**config.mk**
```make
export PLATFORM = sky130hd
export DESIGN_NAME = nbit_seqdiv
export DESIGN_NICKNAME = d
export VERILOG_FILES = /design/src/rtl/nbit_seqdiv.sv
export SDC_FILE = /design/constraint.sdc
export NUM_CORES = 1
export LEC_CHECK = 0
export CAP_MARGIN = 25
export CORE_ASPECT_RATIO = 2
export CORE_MARGIN = 2
export CORE_UTILIZATION = 50
export CTS_CLUSTER_DIAMETER = 200
export DETAILED_ROUTE_END_ITERATION = 8
export PLACE_DENSITY_LB_ADDON = 0.2
export SETUP_SLACK_MARGIN = 0.3
export SLEW_MARGIN = 25
export SYNTH_ARGS = -nofsm -noshare
export SYNTH_HDL_FRONTEND = slang
export SYNTH_SLANG_ARGS = --single-unit
```
**constraint.sdc**
```tcl
create_clock -name clk -period 3.4 [get_ports clk]
set_clock_uncertainty 0.15 [all_clocks]
set_input_delay 0.68 -clock clk [delete_from_list [all_inputs] [get_ports clk]]
set_output_delay 0.68 -clock clk [all_outputs]
set_load 0.05 [all_outputs]
```
**src/rtl/nbit_seqdiv.sv**
```systemverilog
`default_nettype none
// ============================================================================
//  Module      : nbit_seqdiv
//  Description : Signed WIDTH-bit restoring divider, one iteration per clock.
//                Truncating quotient, remainder follows the dividend's sign.
//  Revision    : 1.0 - initial release
// ============================================================================
module nbit_seqdiv #(
    parameter int WIDTH = 6
) (
    input  logic             clk,
    input  logic             rst,
    input  logic             start,
    input  logic [WIDTH-1:0] dividend,
    input  logic [WIDTH-1:0] divisor,
    output logic             busy,
    output logic             done,
    output logic [WIDTH-1:0] quotient,
    output logic [WIDTH-1:0] remainder,
    output logic             err
);

    localparam int               c_cw   = $clog2(WIDTH);
    localparam logic [c_cw-1:0]  c_last = c_cw'(WIDTH - 1);
    localparam logic [c_cw-1:0]  c_one  = c_cw'(1);
    localparam logic [WIDTH-1:0] c_min  = {1'b1, {(WIDTH-1){1'b0}}};
    localparam logic [WIDTH-1:0] c_neg1 = {WIDTH{1'b1}};

    typedef enum logic [1:0] {
        S_IDLE = 2'd0,
        S_CALC = 2'd1,
        S_SIGN = 2'd2,
        S_DONE = 2'd3
    } state_t;

    state_t           r_state;
    logic [WIDTH-1:0] r_dvd;
    logic [WIDTH-1:0] r_dvs;
    logic [WIDTH:0]   r_rem;
    logic [WIDTH-1:0] r_quo;
    logic [c_cw-1:0]  r_cnt;
    logic             r_qneg;
    logic             r_rneg;
    logic [WIDTH-1:0] r_orig;
    logic             r_dz;
    logic             r_ovf;

    logic             w_accept;
    logic [WIDTH-1:0] w_dvd_abs;
    logic [WIDTH-1:0] w_dvs_abs;
    logic [WIDTH+1:0] w_shift;
    logic [WIDTH+1:0] w_trial;
    logic             w_fit;
    logic [WIDTH-1:0] w_q_fix;
    logic [WIDTH-1:0] w_r_fix;

    assign w_accept  = start && ((r_state == S_IDLE) || (r_state == S_DONE));
    assign w_dvd_abs = dividend[WIDTH-1] ? -dividend : dividend;
    assign w_dvs_abs = divisor[WIDTH-1]  ? -divisor  : divisor;

    // One extra guard bit above the partial remainder so the trial result's MSB is its sign.
    assign w_shift = {r_rem, r_dvd[WIDTH-1]};
    assign w_trial = w_shift - {2'b00, r_dvs};
    assign w_fit   = ~w_trial[WIDTH+1];

    assign w_q_fix = r_qneg ? -r_quo : r_quo;
    assign w_r_fix = r_rneg ? -r_rem[WIDTH-1:0] : r_rem[WIDTH-1:0];

    always_ff @(posedge clk or posedge rst) begin
        if (rst) begin
            r_state   <= S_IDLE;
            r_dvd     <= '0;
            r_dvs     <= '0;
            r_rem     <= '0;
            r_quo     <= '0;
            r_cnt     <= '0;
            r_qneg    <= 1'b0;
            r_rneg    <= 1'b0;
            r_orig    <= '0;
            r_dz      <= 1'b0;
            r_ovf     <= 1'b0;
            busy      <= 1'b0;
            done      <= 1'b0;
            quotient  <= '0;
            remainder <= '0;
            err       <= 1'b0;
        end else begin
            if (w_accept) begin
                r_dvd  <= w_dvd_abs;
                r_dvs  <= w_dvs_abs;
                r_rem  <= '0;
                r_quo  <= '0;
                r_cnt  <= '0;
                r_qneg <= dividend[WIDTH-1] ^ divisor[WIDTH-1];
                r_rneg <= dividend[WIDTH-1];
                r_orig <= dividend;
                r_dz   <= (divisor == '0);
                r_ovf  <= (dividend == c_min) && (divisor == c_neg1);
            end

            case (r_state)
                S_IDLE: begin
                    done <= 1'b0;
                    if (w_accept) begin
                        busy    <= 1'b1;
                        r_state <= S_CALC;
                    end
                end

                S_CALC: begin
                    r_rem <= w_fit ? w_trial[WIDTH:0] : w_shift[WIDTH:0];
                    r_quo <= {r_quo[WIDTH-2:0], w_fit};
                    r_dvd <= {r_dvd[WIDTH-2:0], 1'b0};
                    r_cnt <= r_cnt + c_one;
                    if (r_cnt == c_last) begin
                        r_state <= S_SIGN;
                    end
                end

                S_SIGN: begin
                    // Divide-by-zero still runs the full iteration count; its results are overridden here.
                    if (r_dz) begin
                        quotient  <= '0;
                        remainder <= r_orig;
                        err       <= 1'b1;
                    end else if (r_ovf) begin
                        quotient  <= c_min;
                        remainder <= '0;
                        err       <= 1'b1;
                    end else begin
                        quotient  <= w_q_fix;
                        remainder <= w_r_fix;
                        err       <= 1'b0;
                    end
                    busy    <= 1'b0;
                    done    <= 1'b1;
                    r_state <= S_DONE;
                end

                S_DONE: begin
                    done <= 1'b0;
                    if (w_accept) begin
                        busy    <= 1'b1;
                        r_state <= S_CALC;
                    end else begin
                        r_state <= S_IDLE;
                    end
                end

                default: begin
                    r_state <= S_IDLE;
                end
            endcase
        end
    end

endmodule
`default_nettype wire

```
==> impl_results.md <==
* Area grow syn2layout at 16.7%
* Max-cap violations at 0
* Primary FF master, synth: dfrtp_1
* Deepest clock path buffer count at 2
* Run status: complete, no violations
* DR iter-0 viols at 116
* Cts hold-fix bufs at 0
* Clock slew seen by the registers of the worst setup and hold paths at 70 ps
* Initial antenna violation count at 0
* Worst r2r src: r_rem[1]
* PostCTS Resize Cnt at 0
* VDD IR max at just under 0.0004 V
* Die area at 6860 um2
* Mapped Nets at 377
* Post-synth EDFFs at 0
* Core area at roughly 6000 um2
* CTS root buf: clkbuf_16
* Postcts setup bufs at 0
* Iteration count of the initial detailed-routing pass at 4
* Initial cell density of the core at 0.515
* Share of layout cells above drive strength 1 at 0.0543
* WL/cell at 15.3 um
* Final hold violations at 0
* Avg Cell Area, Syn at 9.01 um2
* Die width at 59.6 um
* Min-Delay Endpoint: err
* Ant diodes at 0
* CP required at around 3500 ps
* RSZ-0062 raised after global routing: no
* CP Class: reg2reg
* WL final at 6.59 mm
* Slew Limit Headroom at 0.462
* Mapped Area at approximately 3100 um2
* Total power draw at 3.81 mW
* Clock Latency Late Sink at 300 ps
* Gpl congestion at about 0.83
* Crit-path cells: ha_1 -> o21ai_0 -> a21oi_1 -> a2111oi_0 -> nor2_1 -> o211ai_1
* HP Start: err
* Layout Nets at 401
* Congestion Overflow GR at 0
* Path depth of the worst reg2reg path at 6
* Buffers added on ports at 29
* Vias per inst at between 5 and 6
* Post-DP HPWL at 4.73 mm
* DR vias at approximately 2500
* Synthesized flop and latch total at 54
* Largest net degree at the start of global routing at 45
* # DRC at 0
* Fin crit share at 0.765
* Critical Path Source: r_rem[1]
* Critical Path End Type: flip-flop
* TNS Setup at 0 ps
* Synth cell types at 49
* Minimum clock period at 2600 ps
* Sequential fraction of the synthesis area at 0.437
* CTS tree: done
* GRT Overall Usage at 0.221
* Vias in the first global route at around 2400
* Leak Pwr at 1.60 nW
* Synth async-reset ratio at 1.00
* Pwr Density at 1060 nW/um2
* TritonCTS Sinks at 54
* Hold WC Path Type: reg2reg
* Io pins at 30
* Num CTS Buffers at 5
* Synth warn at 0
* Critical path startpoint category: flip-flop
* ANT nets after route at 0
* Final Max Slew Viols at 0
* First-pass GRT wire length at ~12 mm
* R2R Setup Slk at 800 ps
* Fmax achieved at 385 MHz
* Tightest Pin Transition at a little under 800 ps
* Die H at 115 um
* Post-Syn Instances at 343
* Worst Path Arrival at 2660 ps
* Num rows at 40
* R2r endpoint: r_rem[2]
* # setup viols final at 0
* H-tree levels at 2
* Biggest cell delay along the critical path at 760 ps
* Hold Path Depth at 1
* CP Max Fanout at 5
* CP max stage cell: a2111oi_0
per-layer routing:
metal	vias to the layer above	part of all wire	wire, um	track usage
li1	1230	-	-	-
met5	-	0	0	0
met3	16	0.027	179	0.0360
met4	0	0.025	163	0.0889
met1	1176	0.40	2630	0.265
met2	52	0.55	3620	0.382
layout make-up:
cell class,instances,area [um2]
Timing Repair Buffer,34,353
Fill cell,554,2400
Clock buffer,6,139
Sequential cell,54,1350
Inverter,26,97.6
Clock inverter,2,17.5
Multi-Input combinational cell,246,1570
Tap cell,63,78.8
through the flow:
step                       util  hold slack, ps  instance area, um2  setup slack, ps  instances
after detailed placement  0.575             316                3450              886        423
after global routing      0.601             349                3610              554        431
after floorplan               -             296                3090             1130        343
after CTS                 0.601             332                3610              871        431
final                     0.601             327                3610              800        431
after global placement    0.575             311                3450              932        423
synth_stat cells, types with 2 or more instances:
library cell,count,area [um2]
nand2_1,64,240
dfrtp_1,54,1350
inv_1,26,97.6
o21ai_0,26,130
nor2_1,20,75.1
ha_1,18,225
clkbuf_1,14,52.6
a21oi_1,11,55.1
xor2_1,11,96.3
o211ai_1,7,52.6
o22ai_1,7,43.8
xnor2_1,7,61.3
mux2i_1,6,60.1
a22oi_1,5,37.5
nand4_1,5,31.3
nor2b_1,5,31.3
o31ai_1,5,37.5
nand2b_1,4,25.0
nand3_1,4,20.0
nand3b_1,3,22.5
o21a_1,3,22.5
or3_1,3,18.8
a211oi_1,2,15.0
a21boi_0,2,15.0
buf_1,2,7.51
nor3_1,2,10.0
nor3b_1,2,15.0
nor4_1,2,12.5
o311ai_0,2,17.5
o41ai_1,2,17.5
state kept, by name, summed over array words and instances (netlist names):
| register | cells |
|---|---|
| r_orig | 5 |
| remainder | 6 |
| r_ovf | 1 |
| r_rneg | 1 |
| r_rem | 7 |
| r_state | 2 |
| r_dvd | 6 |
| done | 1 |
| r_cnt | 3 |
| busy | 1 |
| r_dvs | 6 |
| r_dz | 1 |
| err | 1 |
| quotient | 6 |
| r_qneg | 1 |
| r_quo | 6 |
worst max-delay path by stage:
stage                to  slack, ps
2_1_floorplan  r_rem[6]       1130
3_3_place_gp   r_rem[1]        930
3_5_place_dp   r_rem[2]        890
4_1_cts        r_rem[2]        870
5_1_grt        r_rem[1]        550
6_report       r_rem[2]        800
critical path: cells and delay by family (launching register included):
family | cells | cell delay, ps
AND/OR/NAND/NOR | 1 | 240
flip-flops | 1 | 410
adder cells (fa/ha/maj) | 1 | 340
AO/OA/AOI/OAI | 4 | 1370
placed cells by master, fill, tap and decap left out, drive strengths merged, types with 11 or more instances in the layout:
cell	n
dfrtp	54
o21ai	27
xor2	11
ha	18
a21oi	11
clkdlybuf4s50	29
nand2	64
inv	26
nor2	20
power breakdown:
group          switching (mW)  internal, mW  leakage (nW)  total [mW]
combinational            1.28         0.840         0.839        2.12
sequential              0.229         0.923         0.682        1.15
clock                   0.238         0.296        0.0770       0.534
cells by family (layout without fill, tap and decap cells):
kind of cell	Yosys count	count (layout)	share of synthesized area
xor gates and xnor gates	18	18	0.0510
buffers and inverters	43	68	0.0547
AOI/OAI and AO/OA	83	83	0.180
DFF	54	54	0.437
muxes	7	7	0.0231
adders and majority gates	19	19	0.0794
and+or+nand+nor	119	119	0.175
No activity file was read; power rests on OpenSTA's default activity.
